`src/rtl/pic_pkg.sv`:
```
`default_nettype none
// ============================================================================
//  Module   : pic_pkg
//  Purpose  : Shared definitions for the PIC register responder: register
//             offsets (picm_addr[14:0] with the source field cleared), the
//             per-register writable masks and the gateway configuration type.
//  Ports    : none (package)
//  Revision : 1.0 - initial release
// ============================================================================
package pic_pkg;

  // Register block bases; per-source registers add 4*S.
  localparam logic [14:0] MEIPL_OFF     = 15'h0000;
  localparam logic [14:0] MEIP_OFF      = 15'h1000;
  localparam logic [14:0] MEIE_OFF      = 15'h2000;
  localparam logic [14:0] MPICCFG_OFF   = 15'h3000;
  localparam logic [14:0] MEIGWCTRL_OFF = 15'h4000;
  localparam logic [14:0] MEIGWCLR_OFF  = 15'h5000;

  // Writable-bit masks returned on a mask fetch.
  localparam logic [31:0] MEIPL_MASK     = 32'h0000_000F;
  localparam logic [31:0] MEIP_MASK      = 32'h0000_0000;
  localparam logic [31:0] MEIE_MASK      = 32'h0000_0001;
  localparam logic [31:0] MPICCFG_MASK   = 32'h0000_0001;
  localparam logic [31:0] MEIGWCTRL_MASK = 32'h0000_0003;
  localparam logic [31:0] MEIGWCLR_MASK  = 32'h0000_0000;

  // Field order matches the register layout: bit1 = type, bit0 = polarity.
  typedef struct packed {
    logic edge_type;  // 1 = edge-triggered
    logic polarity;   // 1 = active-low
  } gw_cfg_t;

endpackage
`default_nettype wire

```
`src/rtl/pic_gateway.sv`:
```
`default_nettype none
// ============================================================================
//  Module   : pic_gateway
//  Purpose  : Per-source interrupt gateway: two-flop synchronizer, polarity
//             inversion and an edge latch with software clear.
//  Ports    : clk, rst_l     - clock, synchronous active-low reset
//             req            - raw asynchronous request
//             cfg            - polarity / type configuration
//             clr            - one-cycle meigwclr write strobe
//             pend           - qualified pending level
//  Revision : 1.0 - initial release
// ============================================================================
module pic_gateway
  import pic_pkg::*;
(
  input  logic    clk,
  input  logic    rst_l,
  input  logic    req,
  input  gw_cfg_t cfg,
  input  logic    clr,
  output logic    pend
);

  logic sync1;
  logic sync2;
  logic latch;
  logic req_s;

  assign req_s = sync2 ^ cfg.polarity;

  always_ff @(posedge clk) begin
    if (!rst_l) begin
      sync1 <= 1'b0;
      sync2 <= 1'b0;
      latch <= 1'b0;
    end else begin
      sync1 <= req;
      sync2 <= sync1;
      // The latch is held clear in level mode, so any change of type
      // always leaves it cleared. In edge mode a set beats a clear.
      if (!cfg.edge_type) begin
        latch <= 1'b0;
      end else if (req_s) begin
        latch <= 1'b1;
      end else if (clr) begin
        latch <= 1'b0;
      end
    end
  end

  assign pend = cfg.edge_type ? (latch | req_s) : req_s;

endmodule
`default_nettype wire

```
`src/rtl/pic_reg_ctl.sv`:
```
`default_nettype none
// ============================================================================
//  Module   : pic_reg_ctl
//  Purpose  : Memory-mapped PIC register responder and external-interrupt
//             arbiter with registered claim outputs.
//  Ports    : clk, rst_l                 - clock, synchronous active-low reset
//             picm_rden/mken/wren        - read, mask fetch, write requests
//             picm_addr, picm_wr_data    - access address and write data
//             picm_rd_data               - registered read / mask data
//             extintsrc_req              - async requests, bit i-1 = source i
//             meipt, meicurpl            - threshold and current priority
//             mexintpend, claimid, pl    - registered best-interrupt claim
//  Revision : 1.0 - initial release
// ============================================================================
module pic_reg_ctl
  import pic_pkg::*;
#(
  parameter int TOTAL_INT = 8
)(
  input  logic                 clk,
  input  logic                 rst_l,
  input  logic                 picm_rden,
  input  logic                 picm_mken,
  input  logic                 picm_wren,
  input  logic [31:0]          picm_addr,
  input  logic [31:0]          picm_wr_data,
  output logic [31:0]          picm_rd_data,
  input  logic [TOTAL_INT-1:0] extintsrc_req,
  input  logic [3:0]           meipt,
  input  logic [3:0]           meicurpl,
  output logic                 mexintpend,
  output logic [7:0]           claimid,
  output logic [3:0]           pl
);

  localparam logic [4:0] MAX_SRC = 5'(TOTAL_INT);

  logic [3:0]     meipl   [1:TOTAL_INT];
  logic           meie    [1:TOTAL_INT];
  gw_cfg_t        gw_cfg  [1:TOTAL_INT];
  logic           rev;
  logic [TOTAL_INT:1] pend;
  logic [TOTAL_INT:1] gw_clr;

  // ---------------------------------------------------------------- decode
  logic [14:0] off;
  logic [14:0] base;
  logic [4:0]  src;
  logic        src_ok;
  logic        glb_ok;
  logic        wr_ok;
  logic        unused_bits;

  assign off    = picm_addr[14:0];
  assign base   = {off[14:12], 12'h000};
  assign src    = off[6:2];
  assign src_ok = (off[11:7] == 5'd0) && (src != 5'd0) && (src <= MAX_SRC);
  assign glb_ok = (off[11:2] == 10'd0);
  // A concurrent read or mask fetch wins over a write.
  assign wr_ok  = picm_wren & ~picm_rden & ~picm_mken;
  assign unused_bits = ^{picm_addr[31:15], picm_addr[1:0], picm_wr_data[31:4]};

  // ------------------------------------------------------- read/mask value
  logic [31:0] rd_val;
  logic [31:0] mask_val;

  always_comb begin
    rd_val   = '0;
    mask_val = '0;
    if (src_ok) begin
      for (int i = 1; i <= TOTAL_INT; i++) begin
        if (src == 5'(i)) begin
          case (base)
            MEIPL_OFF:     begin rd_val = {28'd0, meipl[i]};  mask_val = MEIPL_MASK;     end
            MEIE_OFF:      begin rd_val = {31'd0, meie[i]};   mask_val = MEIE_MASK;      end
            MEIGWCTRL_OFF: begin rd_val = {30'd0, gw_cfg[i]}; mask_val = MEIGWCTRL_MASK; end
            MEIGWCLR_OFF:  begin rd_val = '0;                 mask_val = MEIGWCLR_MASK;  end
            default:       ;
          endcase
        end
      end
    end else if (glb_ok) begin
      case (base)
        MEIP_OFF:    begin rd_val = 32'({pend, 1'b0}); mask_val = MEIP_MASK;    end
        MPICCFG_OFF: begin rd_val = {31'd0, rev};      mask_val = MPICCFG_MASK; end
        default:     ;
      endcase
    end
  end

  always_ff @(posedge clk) begin
    if (!rst_l) begin
      picm_rd_data <= '0;
    end else if (picm_rden) begin
      picm_rd_data <= rd_val;
    end else if (picm_mken) begin
      picm_rd_data <= mask_val;
    end
  end

  // ---------------------------------------------------------------- writes
  always_ff @(posedge clk) begin
    if (!rst_l) begin
      rev <= 1'b0;
      for (int i = 1; i <= TOTAL_INT; i++) begin
        meipl[i]  <= '0;
        meie[i]   <= 1'b0;
        gw_cfg[i] <= '0;
      end
    end else if (wr_ok) begin
      if (glb_ok && (base == MPICCFG_OFF)) begin
        rev <= picm_wr_data[0] & MPICCFG_MASK[0];
      end
      for (int i = 1; i <= TOTAL_INT; i++) begin
        if (src_ok && (src == 5'(i))) begin
          case (base)
            MEIPL_OFF:     meipl[i]  <= picm_wr_data[3:0] & MEIPL_MASK[3:0];
            MEIE_OFF:      meie[i]   <= picm_wr_data[0] & MEIE_MASK[0];
            MEIGWCTRL_OFF: gw_cfg[i] <= gw_cfg_t'(picm_wr_data[1:0] & MEIGWCTRL_MASK[1:0]);
            default:       ;
          endcase
        end
      end
    end
  end

  // -------------------------------------------------------------- gateways
  generate
    for (genvar g = 1; g <= TOTAL_INT; g++) begin : g_gw
      assign gw_clr[g] = wr_ok && src_ok && (base == MEIGWCLR_OFF) && (src == 5'(g));

      pic_gateway u_gw (
        .clk   (clk),
        .rst_l (rst_l),
        .req   (extintsrc_req[g-1]),
        .cfg   (gw_cfg[g]),
        .clr   (gw_clr[g]),
        .pend  (pend[g])
      );
    end
  endgenerate

  // ----------------------------------------------------------- arbitration
  // Starting from the "never wins" priority and requiring a strict
  // improvement gives both the exclusion and lowest-ID tie-breaking.
  logic [3:0] best_pl;
  logic [7:0] best_id;
  logic [3:0] thresh;
  logic       qual;

  always_comb begin
    best_pl = rev ? 4'hF : 4'h0;
    best_id = 8'd0;
    for (int i = 1; i <= TOTAL_INT; i++) begin
      if (pend[i] && meie[i]) begin
        if (rev ? (meipl[i] < best_pl) : (meipl[i] > best_pl)) begin
          best_pl = meipl[i];
          best_id = 8'(i);
        end
      end
    end
    if (rev) begin
      thresh = (meipt < meicurpl) ? meipt : meicurpl;
      qual   = (best_id != 8'd0) && (best_pl < thresh);
    end else begin
      thresh = (meipt > meicurpl) ? meipt : meicurpl;
      qual   = (best_id != 8'd0) && (best_pl > thresh);
    end
  end

  always_ff @(posedge clk) begin
    if (!rst_l) begin
      mexintpend <= 1'b0;
      claimid    <= '0;
      pl         <= '0;
    end else begin
      mexintpend <= qual;
      claimid    <= best_id;
      pl         <= best_pl;
    end
  end

endmodule
`default_nettype wire

```
`config.mk`:
```
export PLATFORM = sky130hd
export DESIGN_NAME = pic_reg_ctl
export DESIGN_NICKNAME = d
export VERILOG_FILES = /design/src/rtl/pic_pkg.sv /design/src/rtl/pic_gateway.sv /design/src/rtl/pic_reg_ctl.sv
export SDC_FILE = /design/constraint.sdc
export NUM_CORES = 1
export LEC_CHECK = 0
export BUFFER_PORTS_ARGS = -buffer_cell sky130_fd_sc_hd__buf_2
export CORE_MARGIN = 2
export CORE_UTILIZATION = 45
export DETAILED_ROUTE_END_ITERATION = 6
export PLACE_DENSITY = 0.67
export SYNTH_ARGS = -nofsm -noshare
export SYNTH_HDL_FRONTEND = slang
export SYNTH_HIERARCHICAL = 1
export SYNTH_SLANG_ARGS = --single-unit
export TNS_END_PERCENT = 5
```
`constraint.sdc`:
```
create_clock -name clk -period 33.7 [get_ports clk]
set_clock_uncertainty 0.1 [all_clocks]
set_input_delay 6.74 -clock clk [delete_from_list [all_inputs] [get_ports clk]]
set_output_delay 6.74 -clock clk [all_outputs]
set_load 0.1 [all_outputs]
```
==> results by group, run 1 <==
Outcome
  • Outcome: finished, final reports clean

Worst hold path
  • Tightest Hold Check Type: flip-flop to flip-flop

Route
  • Top layer in use: met4
  • Via/cell ratio: ~5.8
  • DR WL/cell: 17.36 um
  • DRT antenna net count: 0
  • Drc violations: 0
  • DR iter-0 viols: 573
  • Wl on met1: 8608 um
  • Vias: between 6000 and 7000
  • Met2 WL: 8968 um
  • Met3 Wirelength: 1170 um
  • DR pass1 iterations: 5
  • Final WL: ~19000 um

Finish
  • Non-Filler Instances: 1116
  • # diodes: 0
  • # nets final: around 1000
  • Register Area: 2542 um2
  • Share of cells above drive strength 1: 0.1300
  • Multi-input gate area: around 4400 um2
  • Synth-to-Final Area Change: 8.645%
  • Leading cell types in the layout, fill and taps excluded: nand2_1 (107), nor2_1 (104), edfxtp_1 (56), buf_2 (55), dfxtp_1 (43)
  • Most common cell after layout, fill and taps aside: nand2_1
  • Filler cells: 1600

CTS
  • Clock Sinks: 99
  • CTS root buf: clkbuf_16
  • Htree depth: 3
  • Clock buffer count from CTS: 9
  • Worst-Skew Late Latency: roughly 340 ps
  • CTS tree: built
  • Clock Path Buffers: 2
  • Setup Fix Bufs, Post-CTS: 0
  • Hold_buf cts: 0
  • Resized cells post-CTS: 0
  • CTS clk-pin slew, worst paths: about 70 ps

Logic synthesis
  • XOR/XNOR share of the synthesized area: 0.02521
  • Largest family of logic cells by synthesized area: simple AND/OR/NAND/NOR gates
  • Asr flop ratio synth: 0
  • Syn Area/Cell: 8.502 um2
  • Total number of yosys warnings: 6
  • Yosys cell types: 87
  • Top_reg_cell synth: edfxtp_1
  • #FFs+latches synth: 99
  • Synth Area in Compound Gates: 0.2036
  • Cell count after synthesis: 858
  • Area share of fa/ha/maj cells after synthesis: 0.05935
  • Simple-Gate Fraction of Synth Area: 0.2398
  • Cell Area, Synth: ~7300 um2
  • EDFF count, synth: 56
  • Sequential area share after synthesis: 0.3485
  • Mux cell area share after synthesis: 0.05746

Setup path
  • CP Class: flip-flop to flip-flop
  • Startpoint Class: flip-flop
  • Worst EP required: ~34000 ps
  • Worst path max stage delay: 560 ps
  • Crit path DAT: 16900 ps
  • Crit path max fanout: 28
  • Crit path capture type: flip-flop
  • Critical path's most frequent cell: ha_1
  • Worst path slowest cell: a2111oi_4

Power and ir drop
  • Lkg Pwr: ~3.1 nW
  • Pwr/cell area: ~50 nW/um2
  • Peak VDD IR: 0.02438 mV

Timing
  • RSZ-0062 raised after global routing: false
  • Max Freq: 0.05962 GHz
  • Post-route minimum period: 16770 ps
  • Final TNS setup: 0 ps
  • Final hold vios: 0
  • # setup viols final: 0
  • Fin crit share: 0.4977
  • Slew Limit Fails: 0
  • Slew headroom: 0.4168
  • Worst-margin pin slew: around 870 ps
  • Hold Slack: 332.8 ps

Global routing
  • Vias in the first global route: 5940
  • Grt ovf: 0
  • GRT Overall Usage: 0.2200
  • Pin count of the biggest net entering global routing: 58
  • Initial antenna violation count: 0
  • First-pass GRT wire length: 30590 um

Die
  • Die area: 17240 um2
  • Core area: 15890 um2
  • Cell Rows: 46
  • Die W: 131.3 um
  • Chip height: 131.3 um
  • Top-Level Pins: 130
  • Starting Density: 0.4592

Placement
  • DP Wirelength: 15020 um
  • GP Congestion: 0.9429
  • Placed cell count: 1100
  • IO Port Bufs: 55

Job
  • Max cap viols: 0
[report_power, final]
part / internal, mW / leakage [nW] / switching, mW
Clock: 0.0569 / 0.140 / 0.0427
Sequential: 0.136 / 0.885 / 0.00575
Combinational: 0.0500 / 2.09 / 0.106
[routing by layer]
layer  track usage  vias to the layer above
met5             0                        -
met2        0.3646                      229
met4       0.08213                        0
li1              -                     3136
met3       0.02855                       55
met1        0.2940                     3086
[logic make-up (layout without fill, tap and decap cells)]
kind of cell,count (synthesis),after routing
adder cells (fa/ha/maj),35,35
multiplexers,36,36
AND/OR/NAND/NOR,369,369
XOR/XNOR,21,21
buffers and inverters,99,115
other,1,27
flip-flops,99,99
AO/OA/AOI/OAI,198,198
[cell usage after synthesis, types with 5 or more instances]
cell | number | share of area
ha_1 | 33 | 0.057
a31oi_1 | 7 | 0.0060
nor2_1 | 104 | 0.054
nand4_1 | 10 | 0.0086
o21ai_0 | 42 | 0.029
nor3_1 | 33 | 0.023
a211oi_1 | 12 | 0.012
o31ai_1 | 5 | 0.0051
buf_1 | 5 | 0.0026
o211ai_1 | 5 | 0.0051
a21o_1 | 5 | 0.0051
nor2b_1 | 9 | 0.0077
a22oi_1 | 9 | 0.0093
mux2_4 | 6 | 0.012
clkbuf_1 | 25 | 0.013
mux2i_1 | 25 | 0.034
edfxtp_1 | 56 | 0.23
o21a_1 | 5 | 0.0051
nand3_1 | 28 | 0.019
a21oi_1 | 38 | 0.026
nand2b_1 | 12 | 0.010
dfxtp_1 | 43 | 0.12
or2_2 | 6 | 0.0051
xnor2_1 | 19 | 0.023
buf_4 | 28 | 0.029
inv_1 | 39 | 0.020
and2_1 | 30 | 0.026
a221oi_1 | 5 | 0.0060
nand2_1 | 107 | 0.055
and3_1 | 13 | 0.011
[worst paths after layout]
check,start,to,slack [ps],cells after the start
setup / recovery,rev,mexintpend,16930,74
hold / removal,g_gw[7].u_gw/sync1,g_gw[7].u_gw/sync2,330,1
setup reg to reg,rev,mexintpend,16930,74
hold reg to reg,g_gw[7].u_gw/sync1,g_gw[7].u_gw/sync2,330,1
[cell type report]
cell class              count  area share
clock buffers              10     0.02889
flip-flops and latches     99      0.3208
clock inverters             6    0.007105
repair buffers             59     0.03852
well taps                 216     0.03410
inverters                  40     0.01895
multi-input cells         686      0.5516
[through the flow]
step                total power [mW]    util  setup slack [ps]  area [um2]
floorplan                     0.2710       -             18750        7392
global placement              0.2953  0.4809             17180        7640
detailed placement            0.2976  0.4809             17040        7640
CTS                           0.3965  0.4989             17010        7925
global route                  0.4168  0.4989             15610        7925
finish                        0.3965  0.4989             16930        7925
[critical path, delay by kind of cell, from the launching register on]
family	cells	cell delay (ps)
AND/OR/NAND/NOR	22	3370
buffers and inverters	6	850
flip-flops	1	300
AO/OA/AOI/OAI	27	6210
multiplexers	10	2930
adder cells (fa/ha/maj)	9	2900
[sequential cells by signal (all words and copies together), names as in the netlist]
register	count
gw_cfg	16
picm_rd_data	9
pl	4
mexintpend	1
rev	1
meipl	32
g_gw.u_gw/latch	8
claimid	4
g_gw.u_gw/sync1	8
meie	8
g_gw.u_gw/sync2	8
No activity file was read; power rests on OpenSTA's default activity.
==> run 2, diff against run 1 <==
- PLACE_DENSITY: 0.67 -> 0.69
- clock period: 33.7 -> 14.4 ns (I/O delays scaled with it)
==> results by group, run 2 (synthesized netlist as in run 1, its figures left out) <==
Placement
  • IO Port Bufs: 55 (unchanged)
  • DP Wirelength: 15150 um (was 15020 um)
  • Dpl cell area: 7933 um2 (was 7640 um2)
  • Placed cell count: 1135 (was 1100)
  • GP Congestion: 0.9835 (was 0.9429)
  • Pre-CTS setup slack: -96.61 ps (was 17040 ps)

Die
  • Cell Rows: 46 (unchanged)
  • Die area: 17240 um2 (unchanged)
  • Chip height: 131.3 um (unchanged)
  • Top-Level Pins: 130 (unchanged)
  • Core area: 15890 um2 (unchanged)
  • Starting Density: 0.4592 (unchanged)
  • Die W: 131.3 um (unchanged)

Finish
  • Share of cells above drive strength 1: 0.2198 (was 0.1300)
  • Most common cell after layout, fill and taps aside: nand2_1 (unchanged)
  • # nets final: 1064 (was 1013)
  • Synth-to-Final Area Change: 17.86% (was 8.645%)
  • Largest regs: meipl (32), gw_cfg (16), picm_rd_data (9) (unchanged)
  • Non-Filler Instances: 1167 (was 1116)
  • Leading cell types in the layout, fill and taps excluded: nand2_1 (105), nor2_1 (101), edfxtp_1 (56), buf_2 (55), buf_4 (55) (was nand2_1 (107), nor2_1 (104), edfxtp_1 (56), buf_2 (55), dfxtp_1 (43))
  • Largest register FFs: 32 (unchanged)
  • # diodes: 0 (unchanged)
  • Largest Register: meipl (unchanged)
  • Fin area: 8597 um2 (was 7925 um2)

Power and ir drop
  • Comb pwr share: 0.439 (was 0.392)
  • Peak VDD IR: 0.07100 mV (was 0.02438 mV)
  • Sw frac: 0.3913 (was 0.3885)
  • Pwr/cell area: 119.0 nW/um2 (was 50.03 nW/um2)
  • Cell Int Power: 0.6229 mW (was 0.2425 mW)
  • Clk pwr share: 0.238 (was 0.251)
  • Part of the power in registers: 0.323 (was 0.356)
  • Lkg Pwr: 3.409 nW (was 3.114 nW)
  • Net switching power: 0.4004 mW (was 0.1540 mW)

Setup path
  • Critical path's most frequent cell: nand2_1 (was ha_1)
  • Critical Path Start: rev (unchanged)
  • Crit path max fanout: 6 (was 28)
  • Worst R2R End: mexintpend (unchanged)
  • Startpoint Class: flip-flop (unchanged)
  • Worst EP required: 14540 ps (was 33830 ps)
  • CP Class: flip-flop to flip-flop (unchanged)
  • Crit path DAT: 13930 ps (was 16900 ps)
  • R2r worst-path depth: 73 (was 74)
  • Worst R2R Start: rev (unchanged)
  • Crit path capture type: flip-flop (unchanged)
  • Worst path max stage delay: 350 ps (was 560 ps)
  • Reg-to-reg setup timing slack: 610 ps (was 16930 ps)
  • Worst path slowest cell: dfxtp_2 (was a2111oi_4)
  • CP endpoint: mexintpend (unchanged)

Timing
  • Worst-margin pin slew: 833.6 ps (was 872.7 ps)
  • Slew Limit Fails: 0 (unchanged)
  • Post-route minimum period: 13790 ps (was 16770 ps)
  • Fin crit share: 0.9577 (was 0.4977)
  • # setup viols final: 0 (unchanged)
  • Max Freq: 0.07251 GHz (was 0.05962 GHz)
  • Slew headroom: 0.4429 (was 0.4168)
  • Final hold vios: 0 (unchanged)
  • Final Worst Setup Slack: 609.0 ps (was 16930 ps)
  • Final TNS setup: 0 ps (unchanged)

CTS
  • Htree depth: 3 (unchanged)
  • Clock Sinks: 99 (unchanged)
  • Clock Path Buffers: 2 (unchanged)
  • Worst-Skew Late Latency: 360 ps (was 340 ps)
  • CTS tree: built (unchanged)
  • CTS root buf: clkbuf_16 (unchanged)
  • Clock buffer count from CTS: 9 (unchanged)
  • CTS clk-pin slew, worst paths: 70 ps (about the same)

Route
  • DR WL/cell: 17.23 um (was 17.36 um)
  • Final WL: 20100 um (was 19380 um)
  • DR pass1 iterations: 5 (unchanged)
  • Vias: 6659 (was 6506)
  • Via/cell ratio: 5.706 (was 5.830)
  • Drc violations: 0 (unchanged)
  • DRT antenna net count: 0 (unchanged)
  • DR iter-0 viols: 667 (was 573)

Global routing
  • Vias in the first global route: 6165 (was 5940)
  • First-pass GRT wire length: 31260 um (was 30590 um)
  • Pin count of the biggest net entering global routing: 57 (was 58)
  • GRT Overall Usage: 0.2252 (was 0.2200)
  • Grt ovf: 0 (unchanged)
  • Initial antenna violation count: 0 (unchanged)

Worst hold path
  • Tightest Hold Check Type: flip-flop to flip-flop (unchanged)

Job
  • Max cap viols: 0 (unchanged)

Outcome
  • Outcome: finished, final reports clean (unchanged)
[run 2: stage by stage]
stage                     power, mW  hold WS (ps)    util
after global routing          1.074         346.8  0.5412
final                         1.023         334.8  0.5412
after floorplan              0.6380         311.8       -
after CTS                    0.9772         334.2  0.5206
after global placement       0.7248         312.9  0.4994
after detailed placement     0.7307         317.7  0.4994
[run 2: worst min-delay path by stage]
stage | cells past startpoint | slack [ps] | start | to
after floorplan | 1 | 310 | g_gw[1].u_gw/sync1 | g_gw[1].u_gw/sync2
after global placement | 1 | 310 | g_gw[2].u_gw/sync1 | g_gw[2].u_gw/sync2
after detailed placement | 1 | 320 | g_gw[1].u_gw/sync1 | g_gw[1].u_gw/sync2
after CTS | 1 | 330 | g_gw[6].u_gw/sync1 | g_gw[6].u_gw/sync2
after global routing | 1 | 350 | g_gw[2].u_gw/sync1 | g_gw[2].u_gw/sync2
final | 1 | 330 | g_gw[1].u_gw/sync1 | g_gw[1].u_gw/sync2
[run 2: layer usage]
| layer | vias to the layer above | global-route usage | routed length [um] |
|---|---|---|---|
| li1 | 3249 | - | - |
| met1 | 3111 | 0.3003 | 8871 |
| met2 | 259 | 0.3757 | 9397 |
| met3 | 40 | 0.03395 | 1322 |
| met4 | 0 | 0.07367 | 513 |
| met5 | - | 0 | 0 |
[run 2: worst max-delay path, delay by kind of cell (launching register included)]
family	cells	cell delay [ps]
adders and majority gates	9	2400
AOI/OAI and AO/OA	25	4520
buffers and inverters	6	500
muxes	10	2660
DFF	1	350
and+or+nand+nor	23	3130
[run 2: area by class of cell]
cell class | instances | area, um2
fillers | 1459 | 7288
multi-input cells | 686 | 4642
flip-flops and latches | 99 | 2544
repair buffers | 110 | 688.2
well taps | 216 | 270.3
clock buffers | 10 | 250.2
inverters | 40 | 150.1
clock inverters | 6 | 52.55
[run 2: repair_timing]
| item | 4_1_cts | 5_1_grt |
|---|---|---|
| resized for setup | 7 | 47 |
| hold endpoints to repair | 0 | 0 |
| hold buffers | 0 | 0 |
| pin swaps | 1 | 28 |
| setup endpoints to repair | 1 | 2 |
| setup buffers | 2 | 14 |
[run 2: power by group through the flow]
stage | logic, mW | registers [mW] | clock network (mW)
after floorplan | 0.253 | 0.385 | 0
after global placement | 0.389 | 0.336 | 0
after detailed placement | 0.394 | 0.337 | 0
after CTS | 0.401 | 0.330 | 0.246
after global routing | 0.485 | 0.333 | 0.257
final | 0.449 | 0.331 | 0.243
==> run 3, diff against run 2 <==
- RECOVER_POWER: default -> 25
==> results by group, run 3 (synthesized netlist as in run 1, its figures left out) <==
Outcome
  • Outcome: complete, but fails checks (was finished, final reports clean)
  • Violated checks: capacitance limit, slew limit

Global routing
  • GRT Overall Usage: 0.2252 (unchanged)
  • Met1 usage: 0.3003 (unchanged)
  • Global Route met2 Usage: 0.3757 (unchanged)
  • Grt ovf: 0 (unchanged)
  • First-pass GRT wire length: 31260 um (unchanged)
  • Vias in the first global route: 6165 (unchanged)
  • GRT met3 Usage: 0.03395 (unchanged)
  • Pin count of the biggest net entering global routing: 57 (unchanged)
  • GRT busiest layer: met2 (unchanged)
  • Initial antenna violation count: 0 (unchanged)

Timing
  • Final TNS setup: 0 ps (unchanged)
  • Final hold vios: 0 (unchanged)
  • Fin crit share: 0.9592 (was 0.9577)
  • Slew Limit Fails: 57 (was 0)
  • Max Freq: 0.07240 GHz (was 0.07251 GHz)
  • # setup viols final: 0 (unchanged)
  • Slew headroom: -0.5592 (was 0.4429)
  • Post-route minimum period: 13810 ps (was 13790 ps)
  • Worst-margin pin slew: 2339 ps (was 833.6 ps)

Setup path
  • Worst R2R Start: rev (unchanged)
  • Crit path max fanout: 6 (unchanged)
  • Critical Path Start: rev (unchanged)
  • Critical path's most frequent cell: nand2_1 (unchanged)
  • Crit path capture type: flip-flop (unchanged)
  • Cell family with most CP delay: compound AO/OA/AOI/OAI gates (unchanged)
  • CP Class: flip-flop to flip-flop (unchanged)
  • Crit path DAT: 13950 ps (was 13930 ps)
  • Startpoint Class: flip-flop (unchanged)
  • Worst EP required: 14540 ps (about the same)
  • Worst path slowest cell: dfxtp_2 (unchanged)
  • CP Buf/Inv Count: 6 (unchanged)
  • Worst path max stage delay: 350 ps (about the same)

Route
  • Vias: 6695 (was 6659)
  • Final WL: 20190 um (was 20100 um)
  • DR iter-0 viols: 580 (was 667)
  • Drc violations: 0 (unchanged)
  • DR WL/cell: 17.30 um (was 17.23 um)
  • DR pass1 iterations: 6 (was 5)
  • DRT antenna net count: 0 (unchanged)
  • Via/cell ratio: 5.737 (was 5.706)

Finish
  • # nets final: 1064 (unchanged)
  • Post-layout util: 0.5394 (was 0.5412)
  • Most common cell after layout, fill and taps aside: nand2_1 (unchanged)
  • Non-Filler Instances: 1167 (unchanged)
  • Largest Register: meipl (unchanged)
  • # diodes: 0 (unchanged)
  • Fin area: 8568 um2 (was 8597 um2)
  • Largest regs: meipl (32), gw_cfg (16), picm_rd_data (9) (unchanged)
  • Share of cells above drive strength 1: 0.1977 (was 0.2198)
  • Largest register FFs: 32 (unchanged)
  • Synth-to-Final Area Change: 17.46% (was 17.86%)
  • Leading cell types in the layout, fill and taps excluded: nand2_1 (105), nor2_1 (101), edfxtp_1 (56), buf_4 (54), dfxtp_1 (42) (was nand2_1 (105), nor2_1 (101), edfxtp_1 (56), buf_2 (55), buf_4 (55))

CTS
  • CTS clk-pin slew, worst paths: 70 ps (about the same)
  • Clock Path Buffers: 2 (unchanged)
  • Worst-Skew Late Latency: 350 ps (was 360 ps)
  • CTS tree: built (unchanged)
  • Clock buffer count from CTS: 9 (unchanged)
  • Hold_buf cts: 0 (unchanged)
  • Htree depth: 3 (unchanged)
  • CTS root buf: clkbuf_16 (unchanged)
  • Clock Sinks: 99 (unchanged)

Die
  • Cell Rows: 46 (unchanged)
  • Starting Density: 0.4592 (unchanged)
  • Top-Level Pins: 130 (unchanged)
  • Chip height: 131.3 um (unchanged)
  • Core area: 15890 um2 (unchanged)
  • Die W: 131.3 um (unchanged)
  • Die area: 17240 um2 (unchanged)

Placement
  • Dpl cell area: 7933 um2 (unchanged)
  • GP Congestion: 0.9835 (unchanged)
  • DP Wirelength: 15150 um (unchanged)
  • Placed cell count: 1135 (unchanged)
  • IO Port Bufs: 55 (unchanged)

Power and ir drop
  • Tot Pwr: 1.022 mW (was 1.023 mW)
  • Peak VDD IR: 0.07073 mV (was 0.07100 mV)
  • Pwr/cell area: 119.3 nW/um2 (was 119.0 nW/um2)
  • Lkg Pwr: 3.322 nW (was 3.409 nW)

Job
  • Max cap viols: 1 (was 0)

Worst hold path
  • Min-delay src: g_gw[6].u_gw/sync1 (was g_gw[1].u_gw/sync1)
  • Tightest Hold Check Type: flip-flop to flip-flop (unchanged)
[run 3: through the flow]
| step | setup slack, ps | hold WS, ps |
|---|---|---|
| after floorplan | 9.919 | 311.8 |
| after global placement | 56.49 | 312.9 |
| after detailed placement | -96.61 | 317.7 |
| after CTS | 31.06 | 334.2 |
| after global routing | -162.5 | 346.8 |
| final | 587.9 | 334.9 |
[run 3: worst paths after layout]
| check | to | depth (start not counted) | slack (ps) |
|---|---|---|---|
| worst max-delay path | mexintpend | 73 | 590 |
| worst min-delay path | g_gw[6].u_gw/sync2 | 1 | 330 |
| worst max register to register | mexintpend | 73 | 590 |
| worst min register to register | g_gw[6].u_gw/sync2 | 1 | 330 |
[run 3: final cells by class]
class / instances / area, um2
clock buffer: 10 / 250.2
clock inverter: 6 / 52.55
fill: 1466 / 7317
inverter: 40 / 150.1
multi-input combinational: 686 / 4642
sequential: 99 / 2544
tap: 216 / 270.3
timing repair buffer: 110 / 659.4
[run 3: metal layers]
| layer | up-vias | share of wire |
|---|---|---|
| met5 | - | 0 |
| met4 | 0 | 0.024 |
| met3 | 38 | 0.076 |
| met2 | 293 | 0.47 |
| met1 | 3115 | 0.43 |
| li1 | 3249 | - |
[run 3: repair_timing]
action / in CTS / in global routing
pin swaps: 1 / 28
resized for setup: 7 / 47
endpoints found under the setup margin: 1 / 2
buffers inserted: 2 / 14
[run 3: report_power, final]
part           internal, mW  switching, mW
logic                 0.172          0.275
registers             0.317         0.0140
clock network         0.132          0.112
total                 0.621          0.401
